File: src/rtl/mem_arb_pkg.sv
// Shared types and sizing helpers for the two-requester line-burst memory arbiter.
package mem_arb_pkg;

    typedef enum logic [1:0] {
        IDLE,
        XFER,
        DONE
    } arbStateT;

    typedef enum logic {
        OWN_I,
        OWN_D
    } ownerT;

    // Width of the beat index within one line burst.
    function automatic int unsigned beatIdxW(input int unsigned beats);
        return unsigned'($clog2(beats));
    endfunction

    // Number of byte-offset bits below a line base address.
    function automatic int unsigned lineOffW(input int unsigned beats, input int unsigned dataW);
        return unsigned'($clog2(beats * dataW / 8));
    endfunction

endpackage

File: src/rtl/mem_arbiter_rr_arb2.sv
// Two-way round-robin grant; the last-owner pointer is held by the caller.
module rr_arb2
    import mem_arb_pkg::*;
(
    input  logic  iReq,
    input  logic  dReq,
    input  ownerT lastOwner,
    output logic  grantValid_c,
    output ownerT grantOwner_c
);

    always_comb begin
        grantValid_c = iReq | dReq;
        grantOwner_c = OWN_I;
        if (iReq && dReq) begin
            grantOwner_c = (lastOwner == OWN_I) ? OWN_D : OWN_I;
        end else if (dReq) begin
            grantOwner_c = OWN_D;
        end
    end

endmodule

File: src/rtl/mem_arbiter.sv
// Shares one word-wide memory port between I-cache refills and D-cache refills/writebacks,
// moving one whole line per grant as a burst of word beats.
module mem_arbiter
    import mem_arb_pkg::*;
#(
    parameter int unsigned BEATS  = 4,
    parameter int unsigned ADDR_W = 32,
    parameter int unsigned DATA_W = 32
) (
    input  logic                    clk,
    input  logic                    rst,
    input  logic                    i_req,
    input  logic [ADDR_W-1:0]       i_addr,
    output logic [BEATS*DATA_W-1:0] i_rdata,
    output logic                    i_done,
    input  logic                    d_req,
    input  logic                    d_we,
    input  logic [ADDR_W-1:0]       d_addr,
    input  logic [BEATS*DATA_W-1:0] d_wdata,
    output logic [BEATS*DATA_W-1:0] d_rdata,
    output logic                    d_done,
    output logic                    mem_req,
    output logic                    mem_we,
    output logic [ADDR_W-1:0]       mem_addr,
    output logic [DATA_W-1:0]       mem_wdata,
    input  logic [DATA_W-1:0]       mem_rdata,
    input  logic                    mem_ready,
    output logic                    busy
);

    localparam int unsigned BEAT_IDX_W = beatIdxW(BEATS);
    localparam int unsigned LINE_OFF_W = lineOffW(BEATS, DATA_W);
    localparam int unsigned WORD_BYTES = DATA_W / 8;
    localparam logic [BEAT_IDX_W-1:0] LAST_BEAT = BEAT_IDX_W'(BEATS - 1);

    typedef logic [BEATS-1:0][DATA_W-1:0] lineT;

    arbStateT              state, stateNext;
    ownerT                 owner, ownerNext, lastOwner, lastOwnerNext, grantOwner;
    logic                  grantValid;
    logic [BEAT_IDX_W-1:0] beat, beatNext;
    logic                  isWrite, isWriteNext;
    lineT                  wline, wlineNext, lineBuf, lineBufNext, dWords;
    logic                  memReqNext, memWeNext, iDoneNext, dDoneNext, busyNext;
    logic [ADDR_W-1:0]     memAddrNext, grantBase;
    logic [DATA_W-1:0]     memWdataNext;
    logic                  unusedAddrLow;

    assign dWords        = d_wdata;
    assign i_rdata       = lineBuf;
    assign d_rdata       = lineBuf;
    assign unusedAddrLow = ^{i_addr[LINE_OFF_W-1:0], d_addr[LINE_OFF_W-1:0]};

    rr_arb2 uArb (
        .iReq         (i_req),
        .dReq         (d_req),
        .lastOwner    (lastOwner),
        .grantValid_c (grantValid),
        .grantOwner_c (grantOwner)
    );

    // Line base of the winner; byte offset within the line is never forwarded.
    assign grantBase = (grantOwner == OWN_D)
        ? {d_addr[ADDR_W-1:LINE_OFF_W], {LINE_OFF_W{1'b0}}}
        : {i_addr[ADDR_W-1:LINE_OFF_W], {LINE_OFF_W{1'b0}}};

    // Next-state and next-output logic; every output is the register of its *Next value.
    always_comb begin
        stateNext     = state;
        ownerNext     = owner;
        lastOwnerNext = lastOwner;
        beatNext      = beat;
        isWriteNext   = isWrite;
        wlineNext     = wline;
        lineBufNext   = lineBuf;
        memReqNext    = mem_req;
        memWeNext     = mem_we;
        memAddrNext   = mem_addr;
        memWdataNext  = mem_wdata;
        iDoneNext     = 1'b0;
        dDoneNext     = 1'b0;
        busyNext      = busy;

        unique case (state)
            IDLE: begin
                if (grantValid) begin
                    stateNext    = XFER;
                    ownerNext    = grantOwner;
                    beatNext     = '0;
                    isWriteNext  = (grantOwner == OWN_D) && d_we;
                    wlineNext    = (grantOwner == OWN_D) ? dWords : '0;
                    memReqNext   = 1'b1;
                    memWeNext    = isWriteNext;
                    memAddrNext  = grantBase;
                    memWdataNext = wlineNext[0];
                    busyNext     = 1'b1;
                end
            end
            XFER: begin
                if (mem_ready) begin
                    if (!isWrite) begin
                        lineBufNext[beat] = mem_rdata;
                    end
                    if (beat == LAST_BEAT) begin
                        stateNext    = DONE;
                        memReqNext   = 1'b0;
                        memWeNext    = 1'b0;
                        memAddrNext  = '0;
                        memWdataNext = '0;
                        iDoneNext    = (owner == OWN_I);
                        dDoneNext    = (owner == OWN_D);
                    end else begin
                        beatNext     = beat + BEAT_IDX_W'(1);
                        memAddrNext  = mem_addr + ADDR_W'(WORD_BYTES);
                        memWdataNext = wline[beatNext];
                    end
                end
            end
            DONE: begin
                stateNext     = IDLE;
                lastOwnerNext = owner;
                beatNext      = '0;
                busyNext      = 1'b0;
            end
            default: stateNext = IDLE;
        endcase
    end

    always_ff @(posedge clk or negedge rst) begin
        if (!rst) begin
            state     <= IDLE;
            owner     <= OWN_I;
            lastOwner <= OWN_I;
            beat      <= '0;
            isWrite   <= 1'b0;
            wline     <= '0;
            lineBuf   <= '0;
            mem_req   <= 1'b0;
            mem_we    <= 1'b0;
            mem_addr  <= '0;
            mem_wdata <= '0;
            i_done    <= 1'b0;
            d_done    <= 1'b0;
            busy      <= 1'b0;
        end else begin
            state     <= stateNext;
            owner     <= ownerNext;
            lastOwner <= lastOwnerNext;
            beat      <= beatNext;
            isWrite   <= isWriteNext;
            wline     <= wlineNext;
            lineBuf   <= lineBufNext;
            mem_req   <= memReqNext;
            mem_we    <= memWeNext;
            mem_addr  <= memAddrNext;
            mem_wdata <= memWdataNext;
            i_done    <= iDoneNext;
            d_done    <= dDoneNext;
            busy      <= busyNext;
        end
    end

endmodule

File: config.mk
export PLATFORM = sky130hd
export DESIGN_NAME = mem_arbiter
export DESIGN_NICKNAME = d
export VERILOG_FILES = /design/src/rtl/mem_arb_pkg.sv /design/src/rtl/mem_arbiter_rr_arb2.sv /design/src/rtl/mem_arbiter.sv
export SDC_FILE = /design/constraint.sdc
export NUM_CORES = 1
export LEC_CHECK = 0
export ABC_CLOCK_PERIOD_IN_PS = 2500
export CORE_AREA = 4 4 212 214
export DETAILED_ROUTE_END_ITERATION = 6
export DIE_AREA = 0 0 216 218
export PLACE_DENSITY = 0.71
export SLEW_MARGIN = 15
export SYNTH_ARGS = -nofsm -noshare
export SYNTH_HDL_FRONTEND = slang
export SYNTH_SLANG_ARGS = --single-unit
export TNS_END_PERCENT = 5
File: constraint.sdc
create_clock -name clk -period 2.5 [get_ports clk]
set_input_delay 0.25 -clock clk [delete_from_list [all_inputs] [get_ports clk]]
set_output_delay 0.25 -clock clk [all_outputs]
set_load 0.02 [all_outputs]
==> flow_summary.toml <==
[status]
status = "complete, no violations"

[route]
num_vias = 11407
ant_nets = 0
drtIter0Drc = 815
wl_microns = 49200
post_drt_via_cell_ratio = 5.14
first_pass_iters = 5
post_drt_wl_per_cell_microns = 22.2
drc = 0

[cells_and_area]
fill_cells = 3665
area_growth_pct = 44.7
final_nets = 1839
multi_input_area_sq_um = 5460
regArea_sq_um = 8260
mostFrequentLayoutCell = "clkdlybuf4s50_1"
mostFrequentLayoutCells = "clkdlybuf4s50_1 (543), dfrtp_1 (329), a22o_1 (130), nor2_1 (78), mux2_1 (76)"
drive_gt1_frac = 0.131

[placement]
gp_congestion = 0.893
dp.final_hpwl_microns = 36500
place_ws_ns = 0.163
portBuffers = 544

[synthesis]
avgSynthCellArea_sq_um = 12.7
ys_seq_elements = 330
ys.flop_type = "dfrtp_1"
yosysWarnings = 0
synth_async_sr_flop_share = 1.00
synth_cells = 1190
yosysSeqAreaShare = 0.547
ys_types = 58
synth_area_sq_um = 15100
synth_edf_count = 0

[floorplan]
boundaryPins = 555
core_area_sq_um = 42900
die_height_microns = 218
dieArea_sq_um = 47100
rows = 76
start_util = 0.352
fp.dieW_microns = 216

[sta]
tightest_slew_ns = 0.986
maxSlewHeadroom = 0.341
setup_ws_ns = 0.348
hold_viol_final = 0
rsz0062_at_grt = "no"
clock_skew_ns = 0.0123
slew_violations = 0
finalCritPeriodShare = 0.861
finalSetupViolations = 0
clock.fmax_mhz = 465
finalCriticalPeriod_ns = 2.15

[clocking]
ctsRootBufferMaster = "clkbuf_16"
cts_buffers = 38
clk_pin_slew_ns = 0.06
cts_setup_buffers = 0
worstSkewPairLatency_ns = 0.53
cts-resized-gates = 0
clk_path_buf_depth = 3
cts_sinks = 330
cts_tree = "done"
htreeDepth = 2
hold_buffers = 1

[critical_path]
startpoint_type = "flip-flop"
reg2reg_slack_ns = 0.35
path_max_fanout = 8
critPathArrivalTime_ns = 2.55
cp_data_required_time_ns = 2.89
worstSetupPathType = "reg2reg"
endpoint_kind = "flip-flop"

[grt]
first_global_vias = 11992
antenna_found_initial = 3
grt_max_degree = 120
track_usage = 0.201
grt_overflow_total = 0
grt_pass1_wl_microns = 74300

[power_and_ir_drop]
power.total_uw = 32500
ir_drop_uv = 854
p_per_area_nw_per_um2 = 1490
p_leak_uw = 0.00917

[flow_run]
maxCapViolCount = 0

[worst_hold_path]
hp-class = "in2async"
==> layer usage <==
layer	part of all wire	vias up	GRT usage
met2	0.51	467	0.351
met4	0.025	2	0.0591
met5	0.00026	-	0
met1	0.40	5788	0.251
met3	0.068	67	0.0460
li1	-	5083	-
==> final timing paths <==
check	from	end	depth (start not counted)
min in group clk	d_wdata[117]	wline[117]	2
setup / recovery	mem_addr[2]	mem_addr[28]	6
hold reg to reg	wline[96]	wline[96]	1
hold / removal	rst	wline[96]	2
setup reg to reg	mem_addr[2]	mem_addr[28]	6
max in group asynchronous	rst	mem_addr[20]	3
==> area by class of cell <==
type / instances / area share
antenna: 2 / 0.000229
clock buffer: 55 / 0.0530
tap: 585 / 0.0335
inverter: 9 / 0.00155
clock inverter: 14 / 0.0104
multi-input combinational: 641 / 0.250
sequential: 330 / 0.378
timing repair buffer: 584 / 0.274
==> synth_stat cells, types with 5 or more instances <==
| master | n | share of area |
|---|---|---|
| a21oi_1 | 32 | 0.011 |
| ha_1 | 5 | 0.0041 |
| mux2_2 | 53 | 0.040 |
| inv_1 | 9 | 0.0022 |
| buf_4 | 145 | 0.072 |
| nor2_1 | 79 | 0.020 |
| mux2_1 | 76 | 0.057 |
| nand3_1 | 18 | 0.0060 |
| o311ai_1 | 7 | 0.0041 |
| clkbuf_1 | 23 | 0.0057 |
| buf_2 | 42 | 0.014 |
| nand2_2 | 5 | 0.0021 |
| a221oi_1 | 32 | 0.019 |
| o211ai_1 | 5 | 0.0025 |
| nand2_1 | 55 | 0.014 |
| o221ai_1 | 6 | 0.0035 |
| a22o_1 | 130 | 0.075 |
| dfrtp_1 | 330 | 0.55 |
| o21ai_0 | 22 | 0.0073 |
| mux4_2 | 32 | 0.048 |
| mux2i_1 | 14 | 0.0093 |
==> cell families (layout without fill, tap and decap cells) <==
family | after synthesis | after routing | synth area share
multiplexers | 175 | 175 | 0.153
flip-flops | 330 | 330 | 0.547
adder cells (fa/ha/maj) | 5 | 5 | 0.00414
AO/OA/AOI/OAI | 260 | 260 | 0.136
other | 1 | 4 | 0.000248
XOR/XNOR | 1 | 1 | 0.000580
AND/OR/NAND/NOR | 198 | 198 | 0.0645
buffers and inverters | 220 | 662 | 0.0947
==> where the power goes <==
| group | switching, uW | internal [uW] | total, uW |
|---|---|---|---|
| Combinational | 8170 | 8220 | 16400 |
| Clock | 2240 | 3840 | 6080 |
| Sequential | 2180 | 7880 | 10100 |
| Total | 12600 | 19900 | 32500 |
==> sequential cells by signal, summed over array words and instances (netlist names), 2 cells and up <==
| name | cells |
|---|---|
| beat | 2 |
| d_rdata | 128 |
| mem_addr | 30 |
| mem_wdata | 32 |
| state | 2 |
| wline | 128 |
==> worst max-delay path, cell delays in order, from the launching register on <==
cell,delay (ns)
dfrtp_1,0.48
ha_1,0.29
nand4_1,0.21
nor2_4,0.28
nand2_2,0.19
o311ai_0,0.40
o311ai_1,0.16
==> through the flow <==
step | hold WS (ns) | TNS [ns] | instances | cell area [sq um] | util
floorplan | -0.0456 | -0.107 | 1191 | 15100 | -
global placement | 0.233 | 0 | 2148 | 20400 | 0.477
detailed placement | 0.235 | 0 | 2148 | 20400 | 0.477
CTS | 0.250 | 0 | 2218 | 21800 | 0.509
global route | 0.279 | 0 | 2219 | 21800 | 0.509
finish | 0.252 | 0 | 2220 | 21800 | 0.509
(Power assumes the default switching activity.)
